$ cat config.mk
export PLATFORM = sky130hd
export DESIGN_NAME = opicorv32_pcpi_arbiter
export DESIGN_NICKNAME = d
export VERILOG_FILES = /design/src/rtl/opicorv32_pcpi_arbiter.sv
export SDC_FILE = /design/constraint.sdc
export NUM_CORES = 1
export LEC_CHECK = 0
export CORE_AREA = 2 2 119 121
export CTS_CLUSTER_DIAMETER = 60
export CTS_CLUSTER_SIZE = 20
export DETAILED_ROUTE_END_ITERATION = 10
export DIE_AREA = 0 0 121 123
export SYNTH_ARGS = -nofsm -noshare
export SYNTH_HDL_FRONTEND = slang
export SYNTH_SLANG_ARGS = --single-unit
$ cat constraint.sdc
create_clock -name i_clk -period 3.65 [get_ports i_clk]
set_input_delay 0.5475 -clock i_clk [delete_from_list [all_inputs] [get_ports i_clk]]
set_output_delay 0.5475 -clock i_clk [all_outputs]
set_load 0.01 [all_outputs]
$ cat src/rtl/opicorv32_pcpi_arbiter.sv
// PCPI arbiter: broadcasts each core request to N_CP coprocessors, hands ownership
// to the lowest-index claimer and returns its result as a registered ready pulse.
module opicorv32_pcpi_arbiter #(
  parameter int  N_CP    = 2,
  parameter int  TIMEOUT = 12,
  localparam int OW      = (N_CP > 2) ? $clog2(N_CP) : 1,
  localparam int TW      = $clog2(TIMEOUT + 1)
) (
  input  logic                i_clk,
  input  logic                i_resetn,
  input  logic                i_pcpi_valid,
  input  logic [31:0]         i_pcpi_insn,
  input  logic [31:0]         i_pcpi_rs1,
  input  logic [31:0]         i_pcpi_rs2,
  output logic                o_pcpi_wr,
  output logic [31:0]         o_pcpi_rd,
  output logic                o_pcpi_wait,
  output logic                o_pcpi_ready,
  output logic [N_CP-1:0]     o_cp_valid,
  output logic [31:0]         o_cp_insn,
  output logic [31:0]         o_cp_rs1,
  output logic [31:0]         o_cp_rs2,
  input  logic [N_CP-1:0]     i_cp_wr,
  input  logic [32*N_CP-1:0]  i_cp_rd,
  input  logic [N_CP-1:0]     i_cp_wait,
  input  logic [N_CP-1:0]     i_cp_ready,
  output logic [OW-1:0]       o_cp_owner,
  output logic                o_timeout
);

  // IDLE no request | PROBE broadcast, find claimer | OWNED owner computing | RESP ready pulse | DRAIN wait for valid low
  typedef enum logic [2:0] {
    S_IDLE,
    S_PROBE,
    S_OWNED,
    S_RESP,
    S_DRAIN
  } state_t;

  state_t          r_state;
  state_t          w_state_nxt;
  logic [TW-1:0]   r_tmr;
  logic [TW-1:0]   w_tmr_nxt;

  logic [N_CP-1:0] w_claim;
  logic            w_found;
  logic [OW-1:0]   w_owner;
  logic            w_new_ready;
  logic            w_new_wr;
  logic [31:0]     w_new_rd;
  logic [N_CP-1:0] w_new_oh;
  logic [N_CP-1:0] w_cur_oh;
  logic            w_cur_ready;
  logic            w_cur_wr;
  logic [31:0]     w_cur_rd;

  logic [N_CP-1:0] w_cp_valid_nxt;
  logic            w_wait_nxt;
  logic            w_ready_nxt;
  logic            w_wr_nxt;
  logic [31:0]     w_rd_nxt;
  logic [OW-1:0]   w_owner_nxt;
  logic            w_timeout_nxt;

  assign o_cp_insn = i_pcpi_insn;
  assign o_cp_rs1  = i_pcpi_rs1;
  assign o_cp_rs2  = i_pcpi_rs2;
  assign w_claim   = i_cp_wait | i_cp_ready;

  // Scan downwards so the lowest claiming index is the last one written.
  always_comb begin
    w_found     = 1'b0;
    w_owner     = '0;
    w_new_ready = 1'b0;
    w_new_wr    = 1'b0;
    w_new_rd    = '0;
    for (int i = N_CP - 1; i >= 0; i--) begin
      if (w_claim[i]) begin
        w_found     = 1'b1;
        w_owner     = OW'(i);
        w_new_ready = i_cp_ready[i];
        w_new_wr    = i_cp_wr[i];
        w_new_rd    = i_cp_rd[32*i +: 32];
      end
    end
  end

  always_comb begin
    w_new_oh    = '0;
    w_cur_oh    = '0;
    w_cur_ready = 1'b0;
    w_cur_wr    = 1'b0;
    w_cur_rd    = '0;
    for (int i = 0; i < N_CP; i++) begin
      if (w_owner == OW'(i)) begin
        w_new_oh[i] = 1'b1;
      end
      if (o_cp_owner == OW'(i)) begin
        w_cur_oh[i] = 1'b1;
        w_cur_ready = i_cp_ready[i];
        w_cur_wr    = i_cp_wr[i];
        w_cur_rd    = i_cp_rd[32*i +: 32];
      end
    end
  end

  // Outputs are computed for the next state and registered with it.
  always_comb begin
    w_state_nxt    = r_state;
    w_tmr_nxt      = r_tmr;
    w_cp_valid_nxt = '0;
    w_wait_nxt     = 1'b0;
    w_ready_nxt    = 1'b0;
    w_wr_nxt       = 1'b0;
    w_rd_nxt       = '0;
    w_owner_nxt    = o_cp_owner;
    w_timeout_nxt  = 1'b0;
    case (r_state)
      S_IDLE: begin
        if (i_pcpi_valid) begin
          w_state_nxt    = S_PROBE;
          w_tmr_nxt      = '0;
          w_cp_valid_nxt = '1;
        end
      end
      S_PROBE: begin
        if (!i_pcpi_valid) begin
          w_state_nxt = S_IDLE;
        end else if (w_found) begin
          w_owner_nxt = w_owner;
          if (w_new_ready) begin
            w_state_nxt = S_RESP;
            w_ready_nxt = 1'b1;
            w_wr_nxt    = w_new_wr;
            w_rd_nxt    = w_new_rd;
          end else begin
            w_state_nxt    = S_OWNED;
            w_cp_valid_nxt = w_new_oh;
            w_wait_nxt     = 1'b1;
          end
        end else if (r_tmr == TW'(TIMEOUT - 1)) begin
          w_state_nxt   = S_DRAIN;
          w_timeout_nxt = 1'b1;
        end else begin
          w_tmr_nxt      = r_tmr + TW'(1);
          w_cp_valid_nxt = '1;
        end
      end
      S_OWNED: begin
        if (!i_pcpi_valid) begin
          w_state_nxt = S_IDLE;
        end else if (w_cur_ready) begin
          w_state_nxt = S_RESP;
          w_ready_nxt = 1'b1;
          w_wr_nxt    = w_cur_wr;
          w_rd_nxt    = w_cur_rd;
        end else begin
          w_cp_valid_nxt = w_cur_oh;
          w_wait_nxt     = 1'b1;
        end
      end
      S_RESP: begin
        w_state_nxt = S_DRAIN;
      end
      S_DRAIN: begin
        if (!i_pcpi_valid) begin
          w_state_nxt = S_IDLE;
        end
      end
      default: begin
        w_state_nxt = S_IDLE;
      end
    endcase
  end

  always_ff @(posedge i_clk) begin
    if (!i_resetn) begin
      r_state      <= S_IDLE;
      r_tmr        <= '0;
      o_cp_valid   <= '0;
      o_pcpi_wait  <= 1'b0;
      o_pcpi_ready <= 1'b0;
      o_pcpi_wr    <= 1'b0;
      o_pcpi_rd    <= '0;
      o_cp_owner   <= '0;
      o_timeout    <= 1'b0;
    end else begin
      r_state      <= w_state_nxt;
      r_tmr        <= w_tmr_nxt;
      o_cp_valid   <= w_cp_valid_nxt;
      o_pcpi_wait  <= w_wait_nxt;
      o_pcpi_ready <= w_ready_nxt;
      o_pcpi_wr    <= w_wr_nxt;
      o_pcpi_rd    <= w_rd_nxt;
      o_cp_owner   <= w_owner_nxt;
      o_timeout    <= w_timeout_nxt;
    end
  end

endmodule

-- Word level (Yosys, flattened, before mapping)
Index checks and enable logic that the tools add are counted.
- add/subtract/negate cells: 1
- equality and inequality tests: 12
- mux-type cells: 63
- bitwise logic cells: 4
- reductions and logical operators: 6
- operator list (cell ; count):
    $mux 32 ; 8
    $pmux 32 s2 ; 1
    $mux 1 ; 30
    $mux 3 ; 7
    $mux 4 ; 4
    $pmux 3 s5 ; 1
    $mux 2 ; 7
    $ne 2x2->1 const B ; 5
    $pmux 4 s2 ; 1
    $eq 3x2->1 const B ; 2
    $pmux 1 s2 ; 3
    $pmux 2 s3 ; 1
    $reduce_and 5->1 ; 1
    $add 4x1->4 const B ; 1
    $eq 4x4->1 const B ; 1
    $ne 4x4->1 const B ; 1
    $reduce_and 4->1 ; 1
    $reduce_or 4->1 ; 1
    $eq 3x1->1 const B ; 1
    $eq 3x3->1 const B ; 1
    $logic_not 3->1 ; 1
    $ne 3x3->1 const B ; 1
    $not 1->1 ; 3
    $reduce_and 3->1 ; 1
    other kinds (2) ; 2
- register bits: 46
- input port bits: 169
- output and inout bits: 135
- word-level logic and storage cells: 95

-- Logic depth before layout (Yosys ltp)
Gate-level depths: netlist of the first run.
- depth after elaboration: 8
- gate-level depth with buffers: 7
- depth with buffers taken out: 5

-- Worst setup path after synthesis of the first run
Ideal clock, no wire load.
- path type: input port to flip-flop
- from: input i_pcpi_valid
- to: register o_pcpi_rd[0]
- setup time: 0.059 ns
- arrival: 1.671 ns
- required time: 3.591 ns
- slack: 1.920 ns
- stages: 6
- buffers on the path: 3
- path through: clkbuf_1 -> nor2b_1 -> and4_1 -> buf_4 -> buf_2 -> a22o_1
- longest elaborated chain between the ends: 2
- elaborated cells on any way between the ends: 3
- those cells by class: mux: 3
- ends and longest elaborated chain (element ; RTL line ; source):
    start, declared ; 11 ; input logic i_pcpi_valid,
    $mux 32, on equally long branches ; 150, 127 ;
    $pmux 32 s2 (*) ; 118 ; case (r_state)
    end signal, assigned ; 194 ; o_pcpi_rd <= w_rd_nxt;
    end, declared ; 16 ; output logic [31:0] o_pcpi_rd,
Every way passes the cells marked *; elsewhere a longest branch is shown, timed or not.
A chain may end at the register's enable or synchronous reset.

-- Final worst setup path of the first run
- from: input i_cp_ready[0]
- to: register o_pcpi_rd[19]
- longest elaborated chain between the ends: 6
- elaborated cells on any way between the ends: 11
- those cells by class: mux: 10; bitwise: 1
- ends and longest elaborated chain (element ; RTL line ; source):
    start, declared ; 26 ; input logic [N_CP-1:0] i_cp_ready,
    $or 2x2->2 ; 68 ; assign w_claim = i_cp_wait | i_cp_ready;
    $mux 32 or $mux 1 (tied branches) ; 78 ; if (w_claim[i]) begin
    $mux 32 ; 131 ; if (w_new_ready) begin
    $mux 32 ; 129 ; end else if (w_found) begin
    $mux 32 ; 127 ; if (!i_pcpi_valid) begin
    $pmux 32 s2 (*) ; 118 ;
Marks and branches as above.

==> flow_results.org, run 1 <==
** Outcome
- Run status :: finished clean

** Placement
- Placed instance count :: 467
- In this run the tool buffered the top-level ports with 111 buffer cells.
- Post-detailed-placement half-perimeter wirelength :: 8.488 mm
- Weighted congestion at the end of routability-driven global placement :: 0.7680

** Worst setup path
- Max stage delay cell, worst path :: sky130_fd_sc_hd__clkdlybuf4s50_1
- Data arrives at the worst endpoint at 2.55 ns.
- In this run the number of cells on the critical path is 6.
- In this run the critical register-to-register path is launched from r_state[1].
- R2R Setup Slk :: 1.72 ns
- Maximum fanout along the worst path :: 29
- Max incr delay on CP :: 0.72 ns
- Worst setup path startpoint :: i_cp_ready[0]
- The cell family contributing the most delay on the critical path is buffers and inverters.
- Capturing point of the worst reg2reg path :: o_pcpi_rd[19]
- The worst setup path is launched from a primary input.
- Buf/Inv on CP :: 2
- Crit. End Element :: flop
- Traced cell by cell, the critical path runs through clkdlybuf4s50_1 > nor3b_2 > nand2_1 > a21oi_2 > buf_4 > a22o_1.
- Following the worst setup path forward leads to its endpoint at o_pcpi_rd[19].
- Kind of critical path :: primary input to flop
- Cells on worst reg2reg path :: 5
- Data on the critical path is required at its endpoint by 3.88 ns.

** Drt
- Detail-routed via count per cell :: 4.280
- Detailed-route wire length per cell :: 21.62 microns
- The pre-antenna-repair detailed-routing pass consisted of 4 iterations.
- After detailed routing, the number of remaining DRC violations is 0.
- First DRT Iteration DRCs :: 86
- Antenna-violating nets left :: 0
- Routed vias :: 2033
- The routed design has 10.27 mm of wire.

** Synth
- In the synthesized netlist, the number of instances is 284.
- In the synthesized netlist the dominant register cell turns out to be sky130_fd_sc_hd__dfxtp_1.
- Number of enable-type register cells in the synthesized netlist :: 0
- FFs w/ async S/R, synth :: 0
- The share of synthesized area in the top cell type comes to 0.3500.
- The biggest area contributor in the post-synthesis netlist is sky130_fd_sc_hd__dfxtp_1.
- Mapped cell area :: 2631 sq um
- Top cells by area in the synthesized netlist :: sky130_fd_sc_hd__dfxtp_1 (35%), sky130_fd_sc_hd__buf_4 (28%), sky130_fd_sc_hd__a22o_1 (9.7%)
- Avg Synthesized Cell Area :: 9.265 sq um
- During synthesis, Yosys emitted a total of 0 warnings.
- Number of synthesized register bits :: 46
- Share of synthesized area occupied by flip-flops and latches :: 0.3500
- After synthesis, the netlist uses 40 different library cells.
- Post-synth net total :: 454

** Finish
- After the last flow step, the layout net total stands at 464.
- For this run, the share of the core covered by cells in the final layout is 0.2448.
- Growth of design area from synthesis to finish :: 26.63%
- For this run, the number of standard cells in the final layout without fillers is 475.
- Diodes inserted :: 0
- In the final layout, the share of cells above drive strength 1 is 0.04746.

** Timing
- Max-slew violation count :: 0
- Setup repair after global routing left no endpoint under its margin.
- Shortest clock period the worst path allows after layout :: 2.329 ns
- The final count of hold timing violations came to 0.
- Tightest slew margin relative to the limit :: 0.5252
- Across the routed clock network, the largest skew measured is 0.007159 ns.
- Number of failing setup endpoints in the final timing report :: 0
- For the final routed database, the setup TNS stands at 0 ns.
- Derived from the worst setup path, the maximum achievable clock frequency is 429.4 MHz.
- Of the available clock period, the critical path in the final layout requires 0.6380.
- The tightest hold path in the finished design has a slack of 0.5332 ns.
- For the pin with the worst max-slew slack, the measured transition is 0.7030 ns.

** GRT
- The initial antenna violation count came to 0.
- Number of global-route vias before repair :: 2066
- Entering global routing, the biggest net connects 30 pins.
- Total grt overflow :: 0
- The first global-routing pass estimated 13.88 mm of wire.
- In the global route stage, overall resource usage came out at 0.1273.

** Flow run
- Max-cap violations :: 0

** Clocking
- Clock tree buffer depth :: 2
- Number of buffers created by CTS :: 5
- Later-pin clock latency in the skew report :: 0.29 ns
- H-tree depth reported by CTS :: 2
- After clock tree synthesis, the flow added hold-fix buffers numbering 0.
- Clock tree synthesis selected as its root buffer the cell sky130_fd_sc_hd__clkbuf_16.
- TritonCTS built the clock tree.
- Setup bufs post-CTS :: 0
- After clock tree synthesis, the clock-pin slew on the worst setup and hold paths is 0.07 ns.
- Clock tree synthesis found a total of 46 sinks.
- Cells resized by post-CTS repair :: 0

** Floorplanning
- Die Outline Area :: 14880 sq um
- Chip height :: 123 microns
- The initialized floorplan defines 43 standard-cell rows.
- Initial Utilization :: 0.1933
- Area of the core region :: 13610 sq um
- In this run the horizontal extent of the chip is 121 microns.
- Num ports :: 304

** Pwr
- VDD IR max :: 0.0001483 V
- For this design the ratio of total power to cell area is 348.0 nW/um^2.
- LEAKAGE :: 1.189 nW

** Worst hold path
- Kind of path behind the tightest hold check :: flop to flop
-- stage by stage --
stage	power, mW	instance area, sq um	worst slack, ns
floorplan	0.7074	2631	1.920
global placement	0.7068	3183	1.134
detailed placement	0.7094	3183	1.049
CTS	1.183	3332	1.357
global route	1.215	3332	1.220
finish	1.159	3332	1.321
-- Yosys cell counts, types with 5 or more instances --
| cell | instances |
|---|---|
| sky130_fd_sc_hd__mux2i_1 | 7 |
| sky130_fd_sc_hd__o21ai_0 | 8 |
| sky130_fd_sc_hd__a21oi_1 | 6 |
| sky130_fd_sc_hd__a22o_1 | 29 |
| sky130_fd_sc_hd__nor2b_1 | 6 |
| sky130_fd_sc_hd__buf_2 | 6 |
| sky130_fd_sc_hd__dfxtp_1 | 46 |
| sky130_fd_sc_hd__nor2_1 | 8 |
| sky130_fd_sc_hd__nand2_1 | 7 |
| sky130_fd_sc_hd__buf_4 | 99 |
| sky130_fd_sc_hd__and3_1 | 5 |
-- how the worst min path moves through the flow --
stage                        start  endpoint  slack [ns]  cells past startpoint
after detailed placement  r_tmr[1]  r_tmr[1]        0.53                      2
after global placement    r_tmr[1]  r_tmr[1]        0.51                      2
after global routing      r_tmr[2]  r_tmr[2]        0.61                      2
after CTS                 r_tmr[1]  r_tmr[1]        0.54                      2
after floorplan           r_tmr[1]  r_tmr[1]        0.48                      2
final                     r_tmr[1]  r_tmr[1]        0.53                      2
-- power breakdown --
part           switching (mW)  internal, mW  leakage (nW)
clock network           0.205         0.256        0.0664
logic                  0.0624         0.109         0.750
registers              0.0144         0.513         0.372
total                   0.282         0.878          1.19
-- cell type report --
type | count | area, sq um
Clock inverter | 3 | 23.77
Sequential cell | 46 | 920.9
Fill cell | 1439 | 10280
Timing Repair Buffer | 113 | 1126
Clock buffer | 5 | 125.1
Inverter | 4 | 15.01
Multi-Input combinational cell | 124 | 895.9
Tap cell | 180 | 225.2
-- worst reg2reg max path, stage by stage, from the launching register on --
cell and delay [ns]:
sky130_fd_sc_hd__dfxtp_1 0.62, sky130_fd_sc_hd__nor3b_2 0.44, sky130_fd_sc_hd__nand4_1 0.16, sky130_fd_sc_hd__a21oi_2 0.14, sky130_fd_sc_hd__buf_4 0.32, sky130_fd_sc_hd__a22o_1 0.20
-- flip-flops by register name (all words and copies together) (netlist names) --
register	flops
o_cp_owner	1
o_pcpi_wr	1
o_pcpi_ready	1
r_state	3
o_pcpi_wait	1
o_cp_valid	2
o_timeout	1
o_pcpi_rd	32
r_tmr	4
-- per-layer routing --
metal / vias to the layer above / GRT usage / part of all wire / routed length, microns
li1: 918 / - / - / -
met1: 898 / 0.09298 / 0.26 / 2706
met2: 190 / 0.2230 / 0.49 / 4989
met3: 27 / 0.1204 / 0.22 / 2258
met4: 0 / 0.05596 / 0.031 / 314
met5: - / 0 / 0 / 0
-- kinds of logic after synthesis --
| kind of cell | share of synthesized area |
|---|---|
| AO/OA/AOI/OAI | 0.1793 |
| XOR/XNOR | 0.01331 |
| adder cells (fa/ha/maj) | 0.004754 |
| buffers and inverters | 0.3096 |
| flip-flops | 0.3500 |
| multiplexers | 0.02663 |
| AND/OR/NAND/NOR | 0.1165 |
-- cell usage in the layout (no fill, tap or decap), drive strengths merged, types with 3 or more instances in the layout --
cell,count
o32a,3
o22ai,3
and3,5
nand4,3
nand2,7
o21ai,8
nor2b,6
nand2b,3
mux2i,7
clkdlybuf4s50,111
nor3,4
inv,5
nor3b,3
nor2,8
a22oi,4
dfxtp,46
xor2,4
a21oi,7
a22o,29
clkbuf,5
Note: power is estimated with default switching activity, not from simulation.
==> inputs of run 2 (changes only) <==
- clock period: 3.65 -> 2 ns (I/O delays scaled with it)
==> run 2 against run 1 <==
Effect of this change:
- register-to-register slack got worse by 1.5 ns
- clock power increased by 110%
- wire length increased by 0.53%
- via count increased by 3.9%
- first-iteration DRC count decreased by 30%
- utilization increased by 1.3 points
- critical endpoint is now o_pcpi_rd[5]
==> flow_results.org, run 2 (synthesis results as in run 1) <==
** GRT
- The first-pass GRT wire length came to 14.05 mm (+1.2%).
- The overall fraction of global-route tracks in use was 0.1298 (+0.002420).
- The overall overflow remaining after global route came to 0 (unchanged).
- The via count of the first global-routing pass is 2127 (+3.0%).
- The maximum number of pins on one net before global-route repair was 30 (unchanged).
- The initial antenna violation count was 0 (unchanged).

** Timing
- Setup repair after global routing left no endpoint under its margin.
- Worst clock skew on the final layout :: 0.009291 ns (+0.002132 ns)
- Sum Neg Setup Slack :: 0 ns (unchanged)
- Timing would allow up to 565.5 MHz.
- The final max-slew violation count was 0 (unchanged).
- The final count of hold timing violations was 0 (unchanged).
- Shortest clock period the worst path allows after layout :: 1.768 ns
- The measured slew at the worst slew-check pin is 0.5127 ns (-0.1903 ns).
- Number of failing setup endpoints in the final timing report :: 0 (unchanged)
- Tightest slew margin relative to the limit :: 0.6577 (+0.1325)
- Tightest hold margin :: 0.5364 ns (+0.003174 ns)
- Ratio of final minimum period to clock period :: 0.8841

** Placement
- Count of input and output buffers :: 111 (unchanged)
- Weighted congestion at the end of routability-driven global placement :: 0.8447 (+10%)
- The instance area at placement was 3336 sq um (+4.8%).
- The half-perimeter wire length after detailed placement was 8.736 mm (+2.9%).

** Worst setup path
- Following the worst setup path forward leads to its endpoint at o_pcpi_rd[5].
- The worst endpoint required time is 2.17 ns (-1.71 ns).
- WP data arrival :: 1.94 ns (-0.61 ns)
- The path depth of the worst reg2reg path was 5 (unchanged).
- Walking the worst path, the cells encountered are xor2_1 > and2_1 > and4_1 > buf_12 > a22o_1.
- Worst setup path startpoint :: r_state[1]
- Crit. End Element :: flop
- The worst setup slack for register-to-register paths is 0.23 ns (-1.49 ns).
- The worst register-to-register path begins at r_state[1].
- The slowest stage of the critical path is the sky130_fd_sc_hd__dfxtp_1 cell.
- The critical path in this run is classified as flop to flop.
- Capturing point of the worst reg2reg path :: o_pcpi_rd[5]
- Max incr delay on CP :: 0.64 ns (-0.08 ns)
- The highest net fanout along the worst path came to 29 (unchanged).
- The worst setup path is launched from a flop.

** Finish
- Compared with the post-synthesis result, the final layout area differs by 33.19%.
- Number of filler cells placed in the layout :: 1400 (-2.7%)
- Largest register FFs :: 32 (unchanged)
- Largest regs :: o_pcpi_rd: 32 flops, r_tmr: 4 flops, r_state: 3 flops
- Storage element area :: 920.9 sq um (unchanged)
- Most common cell after layout, fill and taps aside :: sky130_fd_sc_hd__clkdlybuf4s50_1
- Leading cell types in the layout, fill and taps excluded :: sky130_fd_sc_hd__clkdlybuf4s50_1 (111), sky130_fd_sc_hd__dfxtp_1 (46), sky130_fd_sc_hd__a22o_1 (29), sky130_fd_sc_hd__buf_4 (17)
- The fraction of layout cells with a size suffix above 1 was 0.09646 (+0.04901).
- The total inserted antenna cells was 0 (unchanged).
- Cell area after layout :: 3505 sq um (+5.2%)
- Ranked by flip-flop count, first place goes to o_pcpi_rd.
- The final net count came to 481 (+3.7%).
- Area of the multi-input gates :: 895.9 sq um (unchanged)

** Clocking
- The insertion delay of the later-clocked pin in the worst-skew pair came to 0.29 ns (about the same).
- Buffer cell driving the clock tree root :: sky130_fd_sc_hd__clkbuf_16
- The number of H-tree branching levels came to 2 (unchanged).
- Sinks on Clock Net :: 46 (unchanged)
- Setup bufs post-CTS :: 0 (unchanged)
- TritonCTS built the clock tree.
- Cells resized by post-CTS repair :: 0 (unchanged)
- The clock-pin slew of the registers on the worst-case setup and hold paths was 0.07 ns (about the same).
- The deepest clock path buffer count was 2 (unchanged).
- The TritonCTS buffer count was 5 (unchanged).
- The number of buffers inserted by hold repair at cts is 0 (unchanged).

** Drt
- The number of DRC markers in iteration 0 came to 60 (-30%).
- The number of optimization iterations in the first detailed-route pass was 4 (unchanged).
- The routed length per instance came to 21.02 microns (-2.7%).
- The wire length reported by the detailed router was 10.32 mm (+0.53%).
- The average via count per standard cell came to 4.303 (+0.55%).
- The total via count in the routed design came to 2113 (+3.9%).
- DRC violation count after routing :: 0 (unchanged)
- The number of nets with antenna violations after detailed routing is 0 (unchanged).

** Worst hold path
- Startpoint of the lowest-slack hold path :: r_tmr[1]
- The count of cells along the worst hold path is 2 (unchanged).
- The path class of the tightest hold or removal check is flop to flop.

** Pwr
- Total design power :: 2.261 mW (+95%)
- The static leakage power came to 1.294 nW (+8.9%).
- The worst ir drop on vdd was 0.0002556 V (+72%).
- The areal power density over the cells was 645.2 nW/um^2 (+85%).

** Floorplanning
- Site row count :: 43 (unchanged)
- Chip height :: 123 microns (unchanged)
- The initial core utilization was 0.1933 (unchanged).
- The floorplan die area came to 14880 sq um (unchanged).
- The die width was 121 microns (unchanged).
- Num ports :: 304 (unchanged)
- The core box area came to 13610 sq um (unchanged).

** Outcome
- Run status :: finished clean

** Flow run
- The number of maximum-capacitance violations came to 0 (unchanged).
-- run 2: critical path, delay by kind of cell (launching register included) --
family / cells / cell delay (ns)
AOI/OAI and AO/OA: 1 / 0.24
buffers and inverters: 1 / 0.17
DFF: 1 / 0.64
and+or+nand+nor: 2 / 0.44
xor gates and xnor gates: 1 / 0.15
-- run 2: worst min-delay path by stage --
| stage | slack, ns | endpoint |
|---|---|---|
| floorplan | 0.43 | o_pcpi_rd[10] |
| global placement | 0.50 | r_tmr[1] |
| detailed placement | 0.53 | r_tmr[1] |
| CTS | 0.55 | r_tmr[1] |
| global route | 0.58 | r_tmr[0] |
| finish | 0.54 | r_tmr[1] |
-- run 2: stage by stage --
step	std cells	utilization	setup slack, ns
global placement	484	0.2451	0.09162
global route	491	0.2575	0.1150
CTS	491	0.2575	0.2305
detailed placement	484	0.2451	0.01061
finish	491	0.2575	0.2317
floorplan	284	-	0.4832
-- run 2: final cells by class --
cell class / count / area share
clock inverter: 1 / 0.008568
tap: 180 / 0.06426
clock buffer: 6 / 0.03963
inverter: 4 / 0.004284
sequential: 46 / 0.2628
multi-input combinational: 124 / 0.2556
timing repair buffer: 130 / 0.3649
-- run 2: routing by layer --
layer  routed length (microns)  share of wire  global-route usage
met5                         0              0                   0
met4                       293          0.028             0.05305
met1                      2666           0.26             0.09088
met2                      5111           0.50              0.2388
met3                      2251           0.22              0.1162
-- run 2: report_power, final --
group / internal, mW / total (mW) / switching [mW]
clock: 0.617 / 0.954 / 0.337
sequential: 0.936 / 0.958 / 0.0223
combinational: 0.226 / 0.349 / 0.123
